$ cat src/rtl/iot_packet_receiver.sv
// UART 8N1 receiver plus sensor-packet deframer (AA type len payload csum).
// Decoded records leave on a valid/ready port; errors are one-cycle pulses.
module iot_packet_receiver #(
  parameter int         BAUD_DIV       = 868,
  parameter int         TIMEOUT_CYCLES = 20*BAUD_DIV,
  parameter logic [7:0] HDR_BYTE       = 8'hAA
) (
  input  logic        clk,
  input  logic        rst_n,
  input  logic        serial_rx,
  output logic        pkt_valid,
  input  logic        pkt_ready,
  output logic [7:0]  pkt_type,
  output logic [2:0]  pkt_len,
  output logic [31:0] pkt_payload,
  output logic        csum_err,
  output logic        frame_err,
  output logic        fmt_err,
  output logic        overflow,
  output logic        busy
);

  typedef enum logic [1:0] {R_IDLE, R_START, R_DATA, R_STOP} rx_st_t;
  typedef enum logic [2:0] {P_HDR, P_TYPE, P_LEN, P_DATA, P_CSUM} p_st_t;
  typedef struct packed {
    logic [7:0]  typ;
    logic [2:0]  len;
    logic [31:0] pay;
  } pkt_t;

  localparam int CW = (BAUD_DIV > 1) ? $clog2(BAUD_DIV) : 1;
  localparam int TW = $clog2(TIMEOUT_CYCLES + 1);
  localparam logic [CW-1:0] C_LAST = CW'(BAUD_DIV - 1);
  localparam logic [CW-1:0] C_HALF = CW'(BAUD_DIV/2 - 1);
  localparam logic [TW-1:0] T_LAST = TW'(TIMEOUT_CYCLES - 1);

  // ---------------- synchronizer ----------------
  logic [1:0] sync_q;
  logic       rx_s, rx_prev;

  assign rx_s = sync_q[1];

  always_ff @(posedge clk or negedge rst_n) begin
    if (!rst_n) begin
      sync_q  <= 2'b11;
      rx_prev <= 1'b1;
    end else begin
      sync_q  <= {sync_q[0], serial_rx};
      rx_prev <= rx_s;
    end
  end

  // ---------------- UART RX ----------------
  rx_st_t          rx_st, rx_nxt;
  logic [CW-1:0]   cnt;
  logic [2:0]      bit_idx;
  logic [7:0]      shreg, rx_byte;
  logic            byte_done, rx_tick;

  // Start bit is resampled at mid-bit; every later sample is one full bit on.
  assign rx_tick = (rx_st == R_START) ? (cnt == C_HALF) : (cnt == C_LAST);

  always_comb begin
    rx_nxt = rx_st;
    unique case (rx_st)
      R_IDLE:  if (rx_prev && !rx_s)           rx_nxt = R_START;
      R_START: if (rx_tick)                    rx_nxt = rx_s ? R_IDLE : R_DATA;
      R_DATA:  if (rx_tick && bit_idx == 3'd7) rx_nxt = R_STOP;
      R_STOP:  if (rx_tick)                    rx_nxt = R_IDLE;
      default:                                 rx_nxt = R_IDLE;
    endcase
  end

  always_ff @(posedge clk or negedge rst_n) begin
    if (!rst_n) begin
      rx_st     <= R_IDLE;
      cnt       <= '0;
      bit_idx   <= '0;
      shreg     <= '0;
      rx_byte   <= '0;
      byte_done <= 1'b0;
      frame_err <= 1'b0;
    end else begin
      rx_st     <= rx_nxt;
      cnt       <= (rx_st == R_IDLE || rx_tick) ? '0 : cnt + 1'b1;
      byte_done <= 1'b0;
      frame_err <= 1'b0;
      unique case (rx_st)
        R_START: bit_idx <= '0;
        R_DATA: if (rx_tick) begin
          shreg   <= {rx_s, shreg[7:1]};
          bit_idx <= bit_idx + 3'd1;
        end
        R_STOP: if (rx_tick) begin
          byte_done <= rx_s;
          frame_err <= !rx_s;
          rx_byte   <= shreg;
        end
        default: ;
      endcase
    end
  end

  // ---------------- packet parser ----------------
  p_st_t         p_st, p_nxt;
  pkt_t          asm_q, out_q;
  logic [7:0]    xsum;
  logic [1:0]    idx;
  logic [TW-1:0] tcnt;
  logic          timeout, good_c, csum_c, fmt_c, len_ok, last_data, parse;

  assign timeout   = (p_st != P_HDR) && (tcnt == T_LAST);
  assign len_ok    = (rx_byte != 8'd0) && (rx_byte <= 8'd4);
  assign last_data = ({1'b0, idx} == asm_q.len - 3'd1);
  assign parse     = byte_done && !frame_err && !timeout;

  always_comb begin
    p_nxt  = p_st;
    good_c = 1'b0;
    csum_c = 1'b0;
    fmt_c  = 1'b0;
    if (frame_err) begin
      p_nxt = P_HDR;
    end else if (timeout) begin
      p_nxt = P_HDR;
      fmt_c = 1'b1;
    end else if (byte_done) begin
      unique case (p_st)
        P_HDR:  if (rx_byte == HDR_BYTE) p_nxt = P_TYPE;
        P_TYPE: p_nxt = P_LEN;
        P_LEN: begin
          p_nxt = len_ok ? P_DATA : P_HDR;
          fmt_c = !len_ok;
        end
        P_DATA: if (last_data) p_nxt = P_CSUM;
        P_CSUM: begin
          p_nxt  = P_HDR;
          good_c = (rx_byte == xsum);
          csum_c = (rx_byte != xsum);
        end
        default: p_nxt = P_HDR;
      endcase
    end
  end

  always_ff @(posedge clk or negedge rst_n) begin
    if (!rst_n) begin
      p_st      <= P_HDR;
      tcnt      <= '0;
      asm_q     <= '0;
      xsum      <= '0;
      idx       <= '0;
      out_q     <= '0;
      pkt_valid <= 1'b0;
      csum_err  <= 1'b0;
      fmt_err   <= 1'b0;
      overflow  <= 1'b0;
    end else begin
      p_st <= p_nxt;
      tcnt <= (p_st == P_HDR || byte_done || timeout) ? '0 : tcnt + 1'b1;
      if (parse) begin
        unique case (p_st)
          P_HDR:  if (rx_byte == HDR_BYTE) asm_q.pay <= '0;
          P_TYPE: begin
            asm_q.typ <= rx_byte;
            xsum      <= rx_byte;
          end
          P_LEN: begin
            asm_q.len <= rx_byte[2:0];
            xsum      <= xsum ^ rx_byte;
            idx       <= '0;
          end
          P_DATA: begin
            asm_q.pay[{idx, 3'b000} +: 8] <= rx_byte;
            xsum <= xsum ^ rx_byte;
            idx  <= idx + 2'd1;
          end
          default: ;
        endcase
      end
      csum_err <= csum_c;
      fmt_err  <= fmt_c;
      // A held, unaccepted record wins; the newer packet is the one dropped.
      overflow <= good_c && pkt_valid && !pkt_ready;
      if (good_c && (!pkt_valid || pkt_ready)) begin
        pkt_valid <= 1'b1;
        out_q     <= asm_q;
      end else if (pkt_ready) begin
        pkt_valid <= 1'b0;
      end
    end
  end

  assign pkt_type    = out_q.typ;
  assign pkt_len     = out_q.len;
  assign pkt_payload = out_q.pay;
  assign busy        = (p_st != P_HDR) || (rx_st != R_IDLE);

endmodule

$ cat config.mk
export PLATFORM = sky130hd
export DESIGN_NAME = iot_packet_receiver
export DESIGN_NICKNAME = d
export VERILOG_FILES = /design/src/rtl/iot_packet_receiver.sv
export SDC_FILE = /design/constraint.sdc
export NUM_CORES = 1
export LEC_CHECK = 0
export ABC_AREA = 1
export BUFFER_PORTS_ARGS = -buffer_cell sky130_fd_sc_hd__clkbuf_2
export CELL_PAD_IN_SITES_DETAIL_PLACEMENT = 1
export CELL_PAD_IN_SITES_GLOBAL_PLACEMENT = 2
export CORE_MARGIN = 1.5
export CORE_UTILIZATION = 38
export DETAILED_ROUTE_END_ITERATION = 10
export HOLD_SLACK_MARGIN = 0.15
export PLACE_DENSITY = 0.88
export SYNTH_ARGS = -nofsm -noshare
export SYNTH_HDL_FRONTEND = slang
export SYNTH_SLANG_ARGS = --single-unit
export TNS_END_PERCENT = 10
$ cat constraint.sdc
create_clock -name clk -period 2.1 [get_ports clk]
set_input_delay 0.105 -clock clk [delete_from_list [all_inputs] [get_ports clk]]
set_output_delay 0.105 -clock clk [all_outputs]
set_load 0.01 [all_outputs]
==> impl_metrics.py, run 1 <==
metrics = {
    "timing": {
        "hold_viol_final": 0,
        "fin_hold_ws_ns": 0.215,
        "setup_ws_ns": 0.230,
        "tns_ns": 0,
        "slew_viol_final": 0,
        "fmax_ghz": 0.535,
        "finalSetupViolCount": 0,
        "fin_skew_ns": 0.00858,
        "rsz0062_at_grt": "no",
        "maxSlewHeadroom_pct": 61.9,
        "finalCritPeriodShare_pct": 89.0,
        "tightest_slew_ns": 0.572,
        "layout_min_cycle_time_ns": 1.87,
    },
    "yosys": {
        "netlist_area_sq_mm": 0.00728,
        "synth_area_leaders": "dfrtp_1 (52%), nand2_1 (12%), nand3_1 (6.7%)",
        "synth_most_common_cell": "nand2_1",
        "ys_seq_elements": 154,
        "async_flop_share_pct": 100,
        "synth_cells": 818,
        "synth-seq-area-share_pct": 53.0,
        "synth_cell_types": 41,
        "ys_top_cells_by_count": "nand2_1 (235), dfrtp_1 (151), nand3_1 (98), inv_1 (67), nor2_1 (44)",
        "synth_edf_count": 0,
        "netlist.area_leader.share_pct": 51.9,
        "synth_top_flop_cell": "dfrtp_1",
        "synth_nets": 832,
        "postSynthAreaPerCell_sq_um": 8.90,
        "ys_warn_count": 0,
        "yosysTopAreaCell": "dfrtp_1",
    },
    "place": {
        "place_congestion": 0.822,
        "dp_hpwl_mm": 12.0,
        "placed_area_sq_mm": 0.00784,
        "io_buffers": 52,
        "dp.cells": 1092,
        "dpl_worst_slack_ns": 0.158,
    },
    "worst_hold_path": {
        "hp-class": "in -> async",
    },
    "critical_path": {
        "critical_path_class": "reg -> reg",
        "cp_cell_sequence": "inv_1, nor2_1, nand3_2, o21bai_4, nand3_4, nand2_1, o21ai_2",
        "start_kind": "flip-flop",
        "crit_path_top_delay_cell": "dfrtp_1",
        "crit_fanout": 16,
        "cp-end-kind": "flip-flop",
        "arrival_ns": 2.20,
        "slowest_delay_ns": 0.53,
        "critPathRequiredTime_ns": 2.43,
    },
    "cts": {
        "h-tree-depth": 4,
        "postCtsSetupRepairBufs": 0,
        "cts_tree": "built",
        "clockBufferDepth": 2,
        "path_clk_slew_ns": 0.07,
        "tritoncts.num_buffers": 17,
        "cts_sinks": 154,
        "cts_root_buffer": "clkbuf_16",
        "clk_latency_ns": 0.44,
    },
    "run": {
        "maxCapViolations": 0,
    },
    "power": {
        "pwr-share-clk_pct": 45.8,
        "switching_power_mw": 1.58,
        "power.share.sequential_pct": 49.5,
        "p_leak_nw": 4.05,
        "finalPower_mw": 6.29,
        "switching_share_pct": 25.1,
        "p_int_mw": 4.71,
        "vdd_drop_max_uv": 556,
        "pwr-share-comb_pct": 4.6,
        "p_per_area_mw_per_mm2": 747,
    },
    "routing": {
        "drt-initial-drc-count": 230,
        "wire_per_inst_microns": 15.1,
        "drc": 0,
        "avgViaCountPerCell": 4.95,
        "drt_first_pass_iters": 4,
        "drt-total-wl_mm": 17.0,
        "vias": 5575,
        "postRouteAntennaNets": 0,
    },
    "final_layout": {
        "final_cells": 1126,
        "fin_area_sq_mm": 0.00842,
        "drive_gt1_share_pct": 19.8,
        "n_antenna_cell": 0,
        "area_growth_pct": 15.6,
        "fin_util_pct": 44.8,
        "num-nets-final": 893,
    },
    "floorplan": {
        "pin_count": 53,
        "die_h_microns": 141,
        "core_sq_mm": 0.0188,
        "row_count": 50,
        "die_w_microns": 141,
        "fp.dieArea_sq_mm": 0.0200,
        "start_util_pct": 38.8,
    },
    "global_routing": {
        "grt_pass1_vias": 5905,
        "grt_usage_pct": 18.7,
        "grt_antenna_before_repair": 0,
        "grt_max_degree": 57,
        "grt_pass1_wl_mm": 29.6,
        "overflow": 0,
    },
    "run_status": {
        "status": "complete, no violations",
    },
}
[sequential cells by signal, summed over array words and instances, names as in the netlist, 8 cells and up, named ones only]
signal,count
asm_q,43
pkt_payload,32
tcnt,15
cnt,10
pkt_type,8
rx_byte,8
shreg,8
xsum,8
[layout make-up]
type | count | area, sq um
Tap cell | 234 | 293
Inverter | 73 | 277
Clock buffer | 18 | 439
Multi-Input combinational cell | 555 | 2910
Sequential cell | 154 | 3860
Clock inverter | 14 | 114
Fill cell | 2212 | 10400
Timing Repair Buffer | 78 | 529
[what timing repair did]
item | 4_1_cts | 5_1_grt
hold endpoints to repair | 155 | 0
hold buffers | 2 | 0
endpoints found under the setup margin | 0 | 4
resized for setup | 0 | 1
[power by group through the flow]
stage	logic, mW	registers, mW	clock network (mW)
after floorplan	0.178	3.15	0
after global placement	0.284	3.17	0
after detailed placement	0.297	3.17	0
after CTS	0.300	3.11	2.99
after global routing	0.343	3.13	3.10
final	0.290	3.11	2.88
[cell families after synthesis]
kind of cell    synth area share, %
simple gates                   26.6
flops                          53.0
buf+inv                        7.23
compound gates                 9.29
xor+xnor                       2.22
fa+ha+maj                      1.72
[layout by cell type (no fill, tap or decap), drive strengths merged]
cell	instances
a21oi	11
a31oi	1
and2	1
buf	25
clkbuf	69
clkinv	5
clkinvlp	3
dfrtp	151
dfstp	3
dlygate4sd3	2
ha	10
inv	79
nand2	240
nand3	104
nand3b	2
nand4	10
nor2	49
nor3	18
nor3b	1
nor4	2
o211a	1
o21ai	88
o21bai	2
xnor2	10
xor2	5
[path summary, 6_finish.rpt]
check	cells past startpoint	endpoint	slack, ns	start
max reg2reg	7	asm_q[10]$_DFFE_PN0P_	0.23	rx_byte[1]$_DFFE_PN0P_
min reg2reg	0	sync_q[1]$_DFF_PN1_	0.36	sync_q[0]$_DFF_PN1_
min in group clk	2	sync_q[0]$_DFF_PN1_	0.32	serial_rx
max in group asynchronous	3	pkt_payload[18]$_DFFE_PN0P_	1.24	rst_n
max	7	asm_q[10]$_DFFE_PN0P_	0.23	rx_byte[1]$_DFFE_PN0P_
min	2	cnt[0]$_DFF_PN0_	0.21	rst_n
[critical path, delay by kind of cell, from the launching register on]
kind | cells | cell delay, ns
DFF | 1 | 0.53
buffers and inverters | 1 | 0.15
and+or+nand+nor | 4 | 0.70
AOI/OAI and AO/OA | 2 | 0.37
[metal layers]
metal / up-vias / global-route usage, % / part of all wire (%)
li1: 2772 / - / -
met5: - / 0 / 0
met4: 0 / 7.00 / 1.5
met3: 18 / 3.10 / 2.1
met2: 60 / 31.2 / 49
met1: 2725 / 24.7 / 47
Note: power is estimated with default switching activity, not from simulation.
==> inputs of run 2 (changes only) <==
PLACE_DENSITY = not set   (was 0.88)
PLACE_DENSITY_LB_ADDON = 0.3   (was not set)
==> run 2 against run 1 <==
Net effect:
- sequential share of layout area shrank 0.16 points
- cell count is essentially flat
- critical path depth grew 2
- largest cell class unchanged
==> impl_metrics.py, run 2 (synthesized netlist as in run 1, its figures left out) <==
metrics = {
    "floorplan": {
        "pin_count": 53,
        "core_sq_mm": 0.0188,
        "die_h_microns": 141,
        "die_w_microns": 141,
        "fp.dieArea_sq_mm": 0.0200,
        "row_count": 50,
        "start_util_pct": 38.8,
    },
    "timing": {
        "fmax_ghz": 0.528,
        "maxSlewHeadroom_pct": 56.7,
        "fin_skew_ns": 0.0111,
        "finalCritPeriodShare_pct": 90.2,
        "layout_min_cycle_time_ns": 1.89,
        "tns_ns": 0,
        "tightest_slew_ns": 0.648,
        "rsz0062_at_grt": "no",
        "slew_viol_final": 0,
        "finalSetupViolCount": 0,
        "hold_viol_final": 0,
    },
    "critical_path": {
        "critical_path_class": "reg -> reg",
        "cp-end-kind": "flip-flop",
        "crit_fanout": 43,
        "critPathRequiredTime_ns": 2.41,
        "arrival_ns": 2.21,
        "start_kind": "flip-flop",
    },
    "global_routing": {
        "grt_usage_pct": 19.1,
        "grt_pass1_wl_mm": 30.1,
        "grt_antenna_before_repair": 0,
        "grt_max_degree": 54,
        "grt_pass1_vias": 6116,
        "overflow": 0,
    },
    "final_layout": {
        "largest_reg_flops": 43,
        "fin_util_pct": 45.0,
        "area_growth_pct": 16.0,
        "drive_gt1_share_pct": 19.5,
        "num-nets-final": 894,
        "layout_commonest_cell": "nand2_1",
        "n_antenna_cell": 0,
        "top_register": "asm_q",
        "layout_common_cells": "nand2_1 (235), dfrtp_1 (151), nand3_1 (98)",
    },
    "routing": {
        "postRouteAntennaNets": 0,
        "avgViaCountPerCell": 4.99,
        "drt-total-wl_mm": 17.4,
        "drc": 0,
        "drt_first_pass_iters": 4,
        "wire_per_inst_microns": 15.4,
        "drt-initial-drc-count": 235,
        "vias": 5622,
    },
    "place": {
        "io_buffers": 52,
        "place_congestion": 0.795,
        "dp_hpwl_mm": 12.4,
    },
    "cts": {
        "path_clk_slew_ns": 0.06,
        "clockBufferDepth": 2,
        "tritoncts.num_buffers": 17,
        "cts_tree": "built",
        "clk_latency_ns": 0.43,
        "h-tree-depth": 4,
        "cts_sinks": 154,
        "cts_root_buffer": "clkbuf_16",
    },
    "power": {
        "vdd_drop_max_uv": 537,
        "p_per_area_mw_per_mm2": 784,
        "p_leak_nw": 4.05,
        "finalPower_mw": 6.62,
    },
    "worst_hold_path": {
        "hp-class": "in -> async",
    },
    "run_status": {
        "status": "complete, no violations",
    },
    "run": {
        "maxCapViolations": 0,
    },
}
==> run 2: cell types whose count changed in the layout (fill, tap and decap cells not counted), moves of 3 or more <==
cell       delta
buf_12        -3
buf_4         +4
bufinv_16     +4
clkbuf_1      +4
inv_6         -5
==> run 2: area by class of cell <==
| type | instances | area, sq um |
|---|---|---|
| Clock buffer | 21 | 440 |
| Clock inverter | 11 | 171 |
| Fill cell | 2205 | 10300 |
| Inverter | 73 | 277 |
| Multi-Input combinational cell | 555 | 2910 |
| Sequential cell | 154 | 3860 |
| Tap cell | 234 | 293 |
| Timing Repair Buffer | 79 | 499 |
==> run 2: worst paths after layout <==
path	startpoint	to	slack [ns]	cells past startpoint
max in group asynchronous	rst_n	asm_q[17]$_DFFE_PN0P_	1.22	3
hold reg to reg	sync_q[0]$_DFF_PN1_	sync_q[1]$_DFF_PN1_	0.35	0
hold / removal	rst_n	pkt_payload[28]$_DFFE_PN0P_	0.19	2
setup / recovery	tcnt[0]$_DFF_PN0_	pkt_payload[3]$_DFFE_PN0P_	0.21	9
setup reg to reg	tcnt[0]$_DFF_PN0_	pkt_payload[3]$_DFFE_PN0P_	0.21	9
min in group clk	serial_rx	sync_q[0]$_DFF_PN1_	0.32	2
==> run 2: through the flow <==
stage,cells,hold WS [ns],setup WS (ns),instance area (sq um)
global route,1127,0.228,0.0482,8450
CTS,1127,0.218,0.106,8440
detailed placement,1093,0.103,0.128,7800
finish,1127,0.191,0.206,8450
global placement,1093,0.0992,0.199,7800
floorplan,818,-0.191,0.319,7280
==> run 2: critical path, cell delays in order (launching register included) <==
cell	delay, ns
dfrtp_1	0.40
ha_1	0.23
nand3_1	0.10
nor2_1	0.07
nand2_1	0.11
nand4_2	0.20
nor2_8	0.21
nand2_8	0.20
nand2_1	0.15
nand2_1	0.07
==> run 2: power breakdown <==
group | internal, mW | leakage [nW] | switching, mW
clock network | 1.99 | 0.280 | 1.22
logic | 0.0959 | 1.66 | 0.199
registers | 3.04 | 2.12 | 0.0733
==> run 2: layer usage <==
layer	GRT usage (%)	wire, microns	up-vias
met1	22.4	7650	2772
li1	-	-	2765
met4	7.33	318	0
met5	0	0	-
met2	34.6	9110	63
met3	3.54	308	22
==> run 2: repair_timing <==
| action | in CTS | in global routing |
|---|---|---|
| hold endpoints to repair | 146 | 0 |
| hold buffers | 2 | 0 |
| setup buffers | 0 | 0 |
| setup endpoints to repair | 0 | 40 |
| gates resized for setup | 0 | 1 |
==> inputs of run 3 (changes only) <==
CELL_PAD_IN_SITES_DETAIL_PLACEMENT = not set   (was 1)
CELL_PAD_IN_SITES_GLOBAL_PLACEMENT = not set   (was 2)
CORE_UTILIZATION = 55   (was 38)
==> run 3 against run 2 <==
Net effect:
- sequential power barely moved
- via count fell by 1.1%
- die area is 30% lower
==> impl_metrics.py, run 3 (synthesized netlist as in run 1, its figures left out) <==
metrics = {
    "run_status": {
        "status": "complete, no violations",
    },
    "timing": {
        "hold_viol_final": 0,
        "fmax_ghz": 0.529,
        "tightest_slew_ns": 0.689,
        "fin_skew_ns": 0.00589,
        "finalSetupViolCount": 0,
        "tns_ns": 0,
        "maxSlewHeadroom_pct": 53.7,
        "finalCritPeriodShare_pct": 90.0,
        "layout_min_cycle_time_ns": 1.89,
        "slew_viol_final": 0,
        "rsz0062_at_grt": "no",
    },
    "place": {
        "placed_area_sq_mm": 0.00769,
        "dp_hpwl_mm": 10.3,
        "dp.cells": 1024,
        "place_congestion": 0.874,
        "io_buffers": 52,
    },
    "cts": {
        "cts_root_buffer": "clkbuf_16",
        "ctsResizeCount": 0,
        "h-tree-depth": 4,
        "cts_sinks": 154,
        "path_clk_slew_ns": 0.06,
        "postCtsSetupRepairBufs": 0,
        "cts_tree": "built",
        "clk_latency_ns": 0.43,
        "clockBufferDepth": 2,
        "cts_hold_repair.buffers": 2,
        "tritoncts.num_buffers": 17,
    },
    "routing": {
        "wire_per_inst_microns": 14.2,
        "drt_first_pass_iters": 7,
        "avgViaCountPerCell": 5.26,
        "drc": 0,
        "postRouteAntennaNets": 0,
        "drt-total-wl_mm": 15.0,
        "drt-initial-drc-count": 406,
        "vias": 5559,
    },
    "final_layout": {
        "layout_commonest_cell": "nand2_1",
        "largest_reg_flops": 43,
        "layout_common_cells": "nand2_1 (235), dfrtp_1 (151), nand3_1 (98)",
        "top_register": "asm_q",
        "final_cells": 1056,
        "num-nets-final": 887,
        "fin_area_sq_mm": 0.00830,
        "area_growth_pct": 13.9,
        "n_antenna_cell": 0,
        "drive_gt1_share_pct": 19.1,
    },
    "critical_path": {
        "r2r_setup_slack_ns": 0.21,
        "worstRegToRegCells": 9,
        "cp-end-kind": "flip-flop",
        "critical_path_class": "reg -> reg",
        "r2r-start": "tcnt[0]$_DFF_PN0_",
        "crit_fanout": 43,
        "critPathRequiredTime_ns": 2.42,
        "r2r_end": "pkt_payload[16]$_DFFE_PN0P_",
        "startpoint": "tcnt[0]$_DFF_PN0_",
        "cp-endpoint": "pkt_payload[16]$_DFFE_PN0P_",
        "arrival_ns": 2.21,
        "start_kind": "flip-flop",
    },
    "global_routing": {
        "grt_usage_pct": 23.1,
        "grt_antenna_before_repair": 0,
        "grt_max_degree": 57,
        "grt_pass1_vias": 5500,
        "grt_pass1_wl_mm": 25.8,
        "overflow": 0,
    },
    "floorplan": {
        "row_count": 41,
        "start_util_pct": 57.0,
        "die_w_microns": 118,
        "pin_count": 53,
        "core_sq_mm": 0.0128,
        "die_h_microns": 118,
        "fp.dieArea_sq_mm": 0.0139,
    },
    "worst_hold_path": {
        "hp-class": "in -> async",
    },
    "power": {
        "switching_share_pct": 22.7,
        "vdd_drop_max_uv": 508,
        "p_leak_nw": 4.03,
        "power.share.sequential_pct": 48.0,
        "p_int_mw": 5.02,
        "pwr-share-comb_pct": 4.4,
        "switching_power_mw": 1.47,
        "pwr-share-clk_pct": 47.6,
        "p_per_area_mw_per_mm2": 782,
    },
    "run": {
        "maxCapViolations": 0,
    },
}
## run 3: cell count changes in the layout (fill, tap and decap cells not counted), sizes merged
cell and delta:
buf -7, clkbuf -3, clkinv +3, clkinvlp -2, bufinv -1, inv +1
## run 3: layout make-up
type	count	area (sq um)
inverter	73	277
timing repair buffer	72	459
clock buffer	18	439
sequential	154	3860
multi-input combinational	555	2900
fill	1017	4480
tap	172	215
clock inverter	12	150
## run 3: power by group through the flow
stage	sequential (mW)	combinational, mW	clock (mW)
floorplan	3.15	0.178	0
global placement	3.16	0.264	0
detailed placement	3.17	0.284	0
CTS	3.11	0.289	3.12
global route	3.12	0.333	3.29
finish	3.11	0.283	3.09
## run 3: metrics by stage
stage / worst slack (ns) / hold slack [ns] / utilization, % / power, mW
floorplan: 0.319 / -0.191 / - / 3.33
global placement: 0.286 / 0.0958 / 60.2 / 3.43
detailed placement: 0.219 / 0.0958 / 60.2 / 3.45
CTS: 0.204 / 0.226 / 65.0 / 6.52
global route: 0.0529 / 0.250 / 65.0 / 6.74
finish: 0.209 / 0.196 / 65.0 / 6.49
## run 3: routing by layer
layer	up-vias	share of wire [%]	track usage (%)
met4	0	1.5	8.08
li1	2761	-	-
met3	22	4.1	6.30
met5	-	0	0
met2	125	50	37.9
met1	2651	44	29.5
## run 3: worst min-delay path by stage
stage	from	end	cells after the start
2_1_floorplan	rst_n	async pin	0
3_3_place_gp	rst_n	pkt_len[0]$_DFFE_PN0P_	1
3_5_place_dp	rst_n	pkt_payload[28]$_DFFE_PN0P_	1
4_1_cts	rst_n	asm_q[30]$_DFFE_PN0P_	2
5_1_grt	rst_n	pkt_payload[25]$_DFFE_PN0P_	2
6_report	rst_n	pkt_payload[28]$_DFFE_PN0P_	2
## run 3: critical path, stage by stage (launching register included)
cell and delay, ns:
dfrtp_1 0.40, ha_1 0.23, nand3_1 0.11, nor2_1 0.07
nand2_1 0.10, nand4_2 0.19, nor2_8 0.18, nand2_4 0.25
nand2_1 0.16, nand2_1 0.06
